===== config.mk =====
export PLATFORM = sky130hd
export DESIGN_NAME = punc_control
export DESIGN_NICKNAME = d
export VERILOG_FILES = /design/src/rtl/punc_control_pkg.sv /design/src/rtl/punc_control_br_eval.sv /design/src/rtl/punc_control.sv
export SDC_FILE = /design/constraint.sdc
export NUM_CORES = 1
export LEC_CHECK = 0
export ABC_AREA = 1
export CAP_MARGIN = 15
export CORE_MARGIN = 1.5
export CORE_UTILIZATION = 29
export CTS_BUF_LIST = sky130_fd_sc_hd__clkbuf_8
export DETAILED_ROUTE_END_ITERATION = 12
export GPL_TIMING_DRIVEN = 0
export MAX_ROUTING_LAYER = met4
export PLACE_DENSITY_LB_ADDON = 0.3
export SLEW_MARGIN = 10
export SYNTH_ARGS = -nofsm -noshare
export SYNTH_HDL_FRONTEND = slang
export SYNTH_SLANG_ARGS = --single-unit

===== constraint.sdc =====
create_clock -name clk -period 1.9 [get_ports clk]
set_clock_uncertainty 0.15 [all_clocks]
set_input_delay 0.285 -clock clk [delete_from_list [all_inputs] [get_ports clk]]
set_output_delay 0.285 -clock clk [all_outputs]
set_load 0.01 [all_outputs]

===== src/rtl/punc_control_pkg.sv =====
// punc_defs: shared opcode, state and datapath select encodings for the PUnC control unit
package punc_defs;
  typedef enum logic [2:0] {S_INIT, S_FETCH, S_DECODE, S_EXEC, S_EXEC2, S_HALT} state_t;
  localparam logic [3:0] OP_BR = 4'h0, OP_ADD = 4'h1, OP_LD = 4'h2, OP_ST = 4'h3;
  localparam logic [3:0] OP_JSR = 4'h4, OP_AND = 4'h5, OP_LDR = 4'h6, OP_STR = 4'h7;
  localparam logic [3:0] OP_RSV8 = 4'h8, OP_NOT = 4'h9, OP_LDI = 4'ha, OP_STI = 4'hb;
  localparam logic [3:0] OP_JMP = 4'hc, OP_RSVD = 4'hd, OP_LEA = 4'he, OP_TRAP = 4'hf;
  localparam logic [1:0] MEM_R_ADDR_SEL_PC = 2'd0, MEM_R_ADDR_SEL_PC_OFF = 2'd1;
  localparam logic [1:0] MEM_R_ADDR_SEL_R0_OFF = 2'd2, MEM_R_ADDR_SEL_MDR = 2'd3;
  localparam logic MEM_W_ADDR_SEL_PC_OFF = 1'b0, MEM_W_ADDR_SEL_R1_OFF = 1'b1;
  localparam logic [1:0] RF_W_DATA_SEL_ALU = 2'd0, RF_W_DATA_SEL_MEM = 2'd1;
  localparam logic [1:0] RF_W_DATA_SEL_PC = 2'd2, RF_W_DATA_SEL_PC_OFF = 2'd3;
  localparam logic RF_W_ADDR_SEL_IR = 1'b0, RF_W_ADDR_SEL_R7 = 1'b1;
  localparam logic RF_R0_ADDR_SEL_SR1 = 1'b0, RF_R0_ADDR_SEL_DR = 1'b1;
  localparam logic RF_R1_ADDR_SEL_SR2 = 1'b0, RF_R1_ADDR_SEL_SR1 = 1'b1;
  localparam logic [1:0] PC_LD_DATA_SEL_OFF9 = 2'd0, PC_LD_DATA_SEL_R0 = 2'd1;
  localparam logic [1:0] PC_LD_DATA_SEL_OFF11 = 2'd2;
  localparam logic [1:0] ALU_FN_ADD = 2'd0, ALU_FN_AND = 2'd1, ALU_FN_NOT = 2'd2, ALU_FN_PASS = 2'd3;
  function automatic logic is_reserved(input logic [3:0] op);
    return op == OP_RSV8 || op == OP_RSVD;
  endfunction
endpackage


===== src/rtl/punc_control_br_eval.sv =====
// punc_br_eval: branch taken when any requested nzp flag matches the held condition codes
module punc_br_eval (
  input  logic [2:0] nzp,
  input  logic [2:0] cc,
  output logic       take
);
  assign take = |(nzp & cc);
endmodule


===== src/rtl/punc_control.sv =====
// punc_control: PUnC LC3 fetch/decode/execute sequencer; PUNC_ILLEGAL_OP_TRAP_EN halts on reserved opcodes
module punc_control
  import punc_defs::*;
(
  input  logic        clk,
  input  logic        rst,
  input  logic [15:0] ir,
  input  logic [2:0]  cc,
  output logic        mem_w_en,
  output logic        mem_w_addr_sel,
  output logic [1:0]  mem_r_addr_sel,
  output logic        mdr_ld,
  output logic        rf_w_en,
  output logic        rf_w_addr_sel,
  output logic [1:0]  rf_w_data_sel,
  output logic        rf_r0_addr_sel,
  output logic        rf_r1_addr_sel,
  output logic [1:0]  alu_sel,
  output logic        alu_b_sel,
  output logic        cc_ld,
  output logic        ir_ld,
  output logic        pc_ld,
  output logic        pc_clr,
  output logic        pc_inc,
  output logic [1:0]  pc_ld_data_sel,
`ifdef PUNC_ILLEGAL_OP_TRAP_EN
  output logic        illegal_op,
`endif
  output logic        halted
);
  state_t state;
  logic [3:0] op;
  logic br_take, to_halt;
  logic unused_ir;
  assign op = ir[15:12];
  assign unused_ir = &{1'b0, ir[8:6], ir[4:0]};
`ifdef PUNC_ILLEGAL_OP_TRAP_EN
  logic illegal_q;
  assign to_halt = op == OP_TRAP || is_reserved(op);
  assign illegal_op = state == S_HALT && illegal_q;
  always_ff @(posedge clk)
    if (rst) illegal_q <= 1'b0;
    else if (state == S_DECODE) illegal_q <= is_reserved(op);
`else
  assign to_halt = op == OP_TRAP;
`endif
  punc_br_eval br (.nzp(ir[11:9]), .cc(cc), .take(br_take));
  always_ff @(posedge clk)
    if (rst) state <= S_INIT;
    else
      case (state)
        S_INIT:   state <= S_FETCH;
        S_FETCH:  state <= S_DECODE;
        S_DECODE: state <= to_halt ? S_HALT : S_EXEC;
        S_EXEC:   state <= (op == OP_LDI || op == OP_STI) ? S_EXEC2 : S_FETCH;
        S_EXEC2:  state <= S_FETCH;
        default:  state <= S_HALT;
      endcase
  always_comb begin
    mem_w_en = 1'b0;
    mem_w_addr_sel = MEM_W_ADDR_SEL_PC_OFF;
    mem_r_addr_sel = MEM_R_ADDR_SEL_PC;
    mdr_ld = 1'b0;
    rf_w_en = 1'b0;
    rf_w_addr_sel = RF_W_ADDR_SEL_IR;
    rf_w_data_sel = RF_W_DATA_SEL_ALU;
    rf_r0_addr_sel = RF_R0_ADDR_SEL_SR1;
    rf_r1_addr_sel = RF_R1_ADDR_SEL_SR2;
    alu_sel = ALU_FN_ADD;
    alu_b_sel = 1'b0;
    cc_ld = 1'b0;
    ir_ld = 1'b0;
    pc_ld = 1'b0;
    pc_clr = 1'b0;
    pc_inc = 1'b0;
    pc_ld_data_sel = PC_LD_DATA_SEL_OFF9;
    halted = 1'b0;
    case (state)
      S_INIT: pc_clr = 1'b1;
      S_FETCH: begin
        ir_ld = 1'b1;
        pc_inc = 1'b1;
      end
      S_EXEC:
        case (op)
          OP_ADD, OP_AND, OP_NOT: begin
            rf_w_en = 1'b1;
            cc_ld = 1'b1;
            alu_sel = op == OP_NOT ? ALU_FN_NOT : op == OP_AND ? ALU_FN_AND : ALU_FN_ADD;
            alu_b_sel = op != OP_NOT && ir[5];
          end
          OP_BR: pc_ld = br_take;
          OP_JMP: begin
            pc_ld = 1'b1;
            pc_ld_data_sel = PC_LD_DATA_SEL_R0;
          end
          OP_JSR: begin
            rf_w_en = 1'b1;
            rf_w_addr_sel = RF_W_ADDR_SEL_R7;
            rf_w_data_sel = RF_W_DATA_SEL_PC;
            pc_ld = 1'b1;
            pc_ld_data_sel = ir[11] ? PC_LD_DATA_SEL_OFF11 : PC_LD_DATA_SEL_R0;
          end
          OP_LD, OP_LDR: begin
            mem_r_addr_sel = op == OP_LD ? MEM_R_ADDR_SEL_PC_OFF : MEM_R_ADDR_SEL_R0_OFF;
            rf_w_en = 1'b1;
            rf_w_data_sel = RF_W_DATA_SEL_MEM;
            cc_ld = 1'b1;
          end
          OP_LEA: begin
            rf_w_en = 1'b1;
            rf_w_data_sel = RF_W_DATA_SEL_PC_OFF;
          end
          OP_ST, OP_STR: begin
            mem_w_en = 1'b1;
            mem_w_addr_sel = op == OP_STR ? MEM_W_ADDR_SEL_R1_OFF : MEM_W_ADDR_SEL_PC_OFF;
            rf_r1_addr_sel = op == OP_STR ? RF_R1_ADDR_SEL_SR1 : RF_R1_ADDR_SEL_SR2;
            rf_r0_addr_sel = RF_R0_ADDR_SEL_DR;
          end
          OP_LDI, OP_STI: begin
            mem_r_addr_sel = MEM_R_ADDR_SEL_PC_OFF;
            mdr_ld = 1'b1;
          end
          default: ;
        endcase
      S_EXEC2:
        if (op == OP_LDI) begin
          mem_r_addr_sel = MEM_R_ADDR_SEL_MDR;
          rf_w_en = 1'b1;
          rf_w_data_sel = RF_W_DATA_SEL_MEM;
          cc_ld = 1'b1;
        end else begin
          mem_w_en = 1'b1;
          rf_r0_addr_sel = RF_R0_ADDR_SEL_DR;
        end
      S_HALT: halted = 1'b1;
      default: ;
    endcase
    // a reset cycle must never commit architectural state
    if (rst) begin
      rf_w_en = 1'b0;
      mem_w_en = 1'b0;
      pc_ld = 1'b0;
    end
  end
endmodule


==> results.md <==
* Tcrit/Tclk final at 0.9920
* Synth unique cells at 19
* GRT Util Overall at 0.1853
* TritonCTS clock tree: done
* Syn Nets at 106
* Metal2 WL at about 860 um
* Fraction of registers with async set or reset after synthesis at 0
* P_leak at 0.0005994 uW
* Number of flops mapped to enable cells by yosys at 0
* Core ar. at 1489 sq um
* WS Path Type: register to primary output
* Layout area overhead at 107.9%
* CTS H-tree depth at 1
* Post-synth top flop: dfxtp_1
* Final WL at 1632 um
* Clk_lat worst skew at 0.21 ns
* Seq. cell area at 65.06 sq um
* Hold path startpoint: state[2]$_SDFF_PP0_
* Worst setup EP type: primary output
* Io pins at 43
* Synthesized area at around 460 sq um
* Pwr Density at 426.1 nW/um^2
* Critical Path AT at 1.45 ns
* Final critical-path required period at 1.885 ns
* Placed Cells at 135
* Routed metal-1 wire length at 683 um
* # hold bufs at CTS at 0
* RSZ-0062 raised after global routing: true
* Syn. warnings at 0
* Crit Path Max Fanout at 4
* Vias in the first global route at 652
* Detailed Place HPWL at approximately 1100 um
* Layout Cells excl Fill at 147
* Total iterations of the first detailed-routing run at 4
* Row count at 14
* TritonCTS buffer count at 3
* Syn_area_per_cell at 5.373 sq um
* Largest net degree at the start of global routing at 7
* Seq/Total Area, Yosys at 0.1315
* Slew @ Worst Pin at 0.2257 ns
* Final setup fails at 0
* GR Overflow Total at 0
* GP Congestion at 0.8616
* Crit start category: register
* Worst r2r src: state[2]$_SDFF_PP0_
* Synth Instances at 85
* Hold Crit Class: register to register
* Slew HR at 0.8482
* Synth Register Bits at 3
* Area of the multi-input gates at 362.8 sq um
* Worst-case clock buffer depth at 2
* Initial DRC count at 14
* Initial antenna violation count at 0
* Max-Cap Viols at 0
* Max Clock Freq at 530.6 MHz
* DR WL met3 at approximately 69 um
* Max reg flops at 3
* Vias at 703
* Die area at 1822 sq um
* Vias/cell at between 4 and 5
* Status: finished clean
* Peak VDD IR at 0.5677 mV
* Root Buffer: clkbuf_8
* Highest Signal Layer: met4
* DIE WIDTH at 42.69 um
* CTS clk-pin slew, worst paths at ~0.030 ns
* Drt wl/cell at 11.10 um
* Critical path required time at 1.46 ns
* Setup Total Neg Slack at 0 ns
* ANT nets after route at 0
* Nets@finish at 153
* Max Slew Vio Count at 0
* Regs by FF count: state x3
* CTS Sinks at 3
* Die height at 42.69 um
* N_diodes at 0
* Hold violation count in the final report at 0
* DRC viols at 0
* Layout cell share with drive strength beyond 1 at 0.3130
* I/O Buffers at 34
* # fillers at 139
* Global-route wire length before repair at 2566 um
* Initial Utilization at 0.3067
* Largest Register: state
* Critical Path Start: state[0]$_SDFF_PP0_
[synth_stat cells (2+ instances only)]
| cell type | number | area share |
|---|---|---|
| nand2_1 | 22 | 0.18 |
| buf_4 | 2 | 0.033 |
| nor2_1 | 12 | 0.099 |
| inv_1 | 13 | 0.11 |
| nand2_2 | 3 | 0.041 |
| a21oi_1 | 2 | 0.022 |
| a211oi_1 | 2 | 0.033 |
| inv_2 | 5 | 0.041 |
| dfxtp_1 | 3 | 0.13 |
| nor3_1 | 4 | 0.044 |
| nand3_1 | 7 | 0.077 |
| nand4_1 | 3 | 0.041 |
[cell usage in the layout, fill, tap and decap left out]
cell type	instances
nor2_2	2
buf_2	1
clkdlybuf4s15_2	2
inv_2	6
nand3_2	1
nor3b_1	1
dlygate4sd2_1	11
nand2_2	3
a21oi_1	2
nand2_4	1
dfxtp_2	1
nor2_4	4
nor2_1	9
clkbuf_2	5
dfxtp_1	1
nand2_1	21
buf_4	8
dlymetal6s2s_1	4
nand4_1	3
clkbuf_8	3
nand3_4	1
nand3_1	6
inv_1	13
o31ai_1	1
dfxtp_4	1
clkdlybuf4s50_1	9
nor4_1	1
nor2_8	1
clkdlybuf4s15_1	2
a211oi_1	2
buf_12	1
nor3_1	4
[final timing paths]
check	to	slack [ns]	cells past startpoint
worst max-delay path	cc_ld	0.02	7
worst min register to register	state[2]$_SDFF_PP0_	0.44	4
worst max register to register	state[2]$_SDFF_PP0_	0.69	7
worst min-delay path	state[2]$_SDFF_PP0_	0.44	4
[power by group]
part / leakage (uW) / internal [uW] / switching (uW)
registers: 0.0000259 / 68.7 / 6.83
logic: 0.000547 / 73.6 / 79.8
clock network: 0.0000269 / 137 / 38.6
[through the flow]
stage | area [sq um] | worst slack (ns) | utilization | power (uW) | hold slack [ns]
finish | 949.7 | 0.01524 | 0.6378 | 404.7 | 0.4403
global route | 949.7 | -0.09360 | 0.6378 | 433.8 | 0.4557
CTS | 932.1 | -0.2262 | 0.6261 | 400.8 | 0.4554
detailed placement | 817.0 | -0.5150 | 0.5487 | 200.8 | 0.4487
global placement | 817.0 | -0.5163 | 0.5487 | 199.5 | 0.4563
floorplan | 456.7 | 0.3566 | - | 137.7 | 0.2074
[worst max-delay path: stages, from the launching register on]
cell and delay (ns):
dfxtp_1 0.34, inv_1 0.10, nand2_2 0.08, nor2_2 0.15, nand3_2 0.11, buf_4 0.15, nand2_1 0.05, dlygate4sd2_1 0.26
[repair_timing]
| item | 4_1_cts | 5_1_grt |
|---|---|---|
| setup buffers | 6 | 1 |
| setup endpoints to repair | 20 | 16 |
| pin swaps | 4 | 4 |
| resized for setup | 35 | 23 |
| gates cloned | 1 | 0 |
[cells by family after synthesis]
group	after synthesis	share of synthesized area
flops	3	0.1315
buf+inv	20	0.1808
simple gates	57	0.6165
compound gates	5	0.07123
[area by class of cell]
type                    instances  share of cell area
multi-input cells              63              0.3821
clock buffers                   3             0.04348
plain buffers                   2             0.01581
clock inverters                 1            0.003953
inverters                      18             0.07115
flip-flops and latches          3             0.06851
well taps                      16             0.02108
repair buffers                 41              0.3939
[layer usage]
metal	up-vias	GRT usage
met1	306	0.2145
met4	0	0.07500
met2	29	0.3182
li1	364	-
met3	4	0.02553
met5	-	-
No activity file was read; power rests on OpenSTA's default activity.
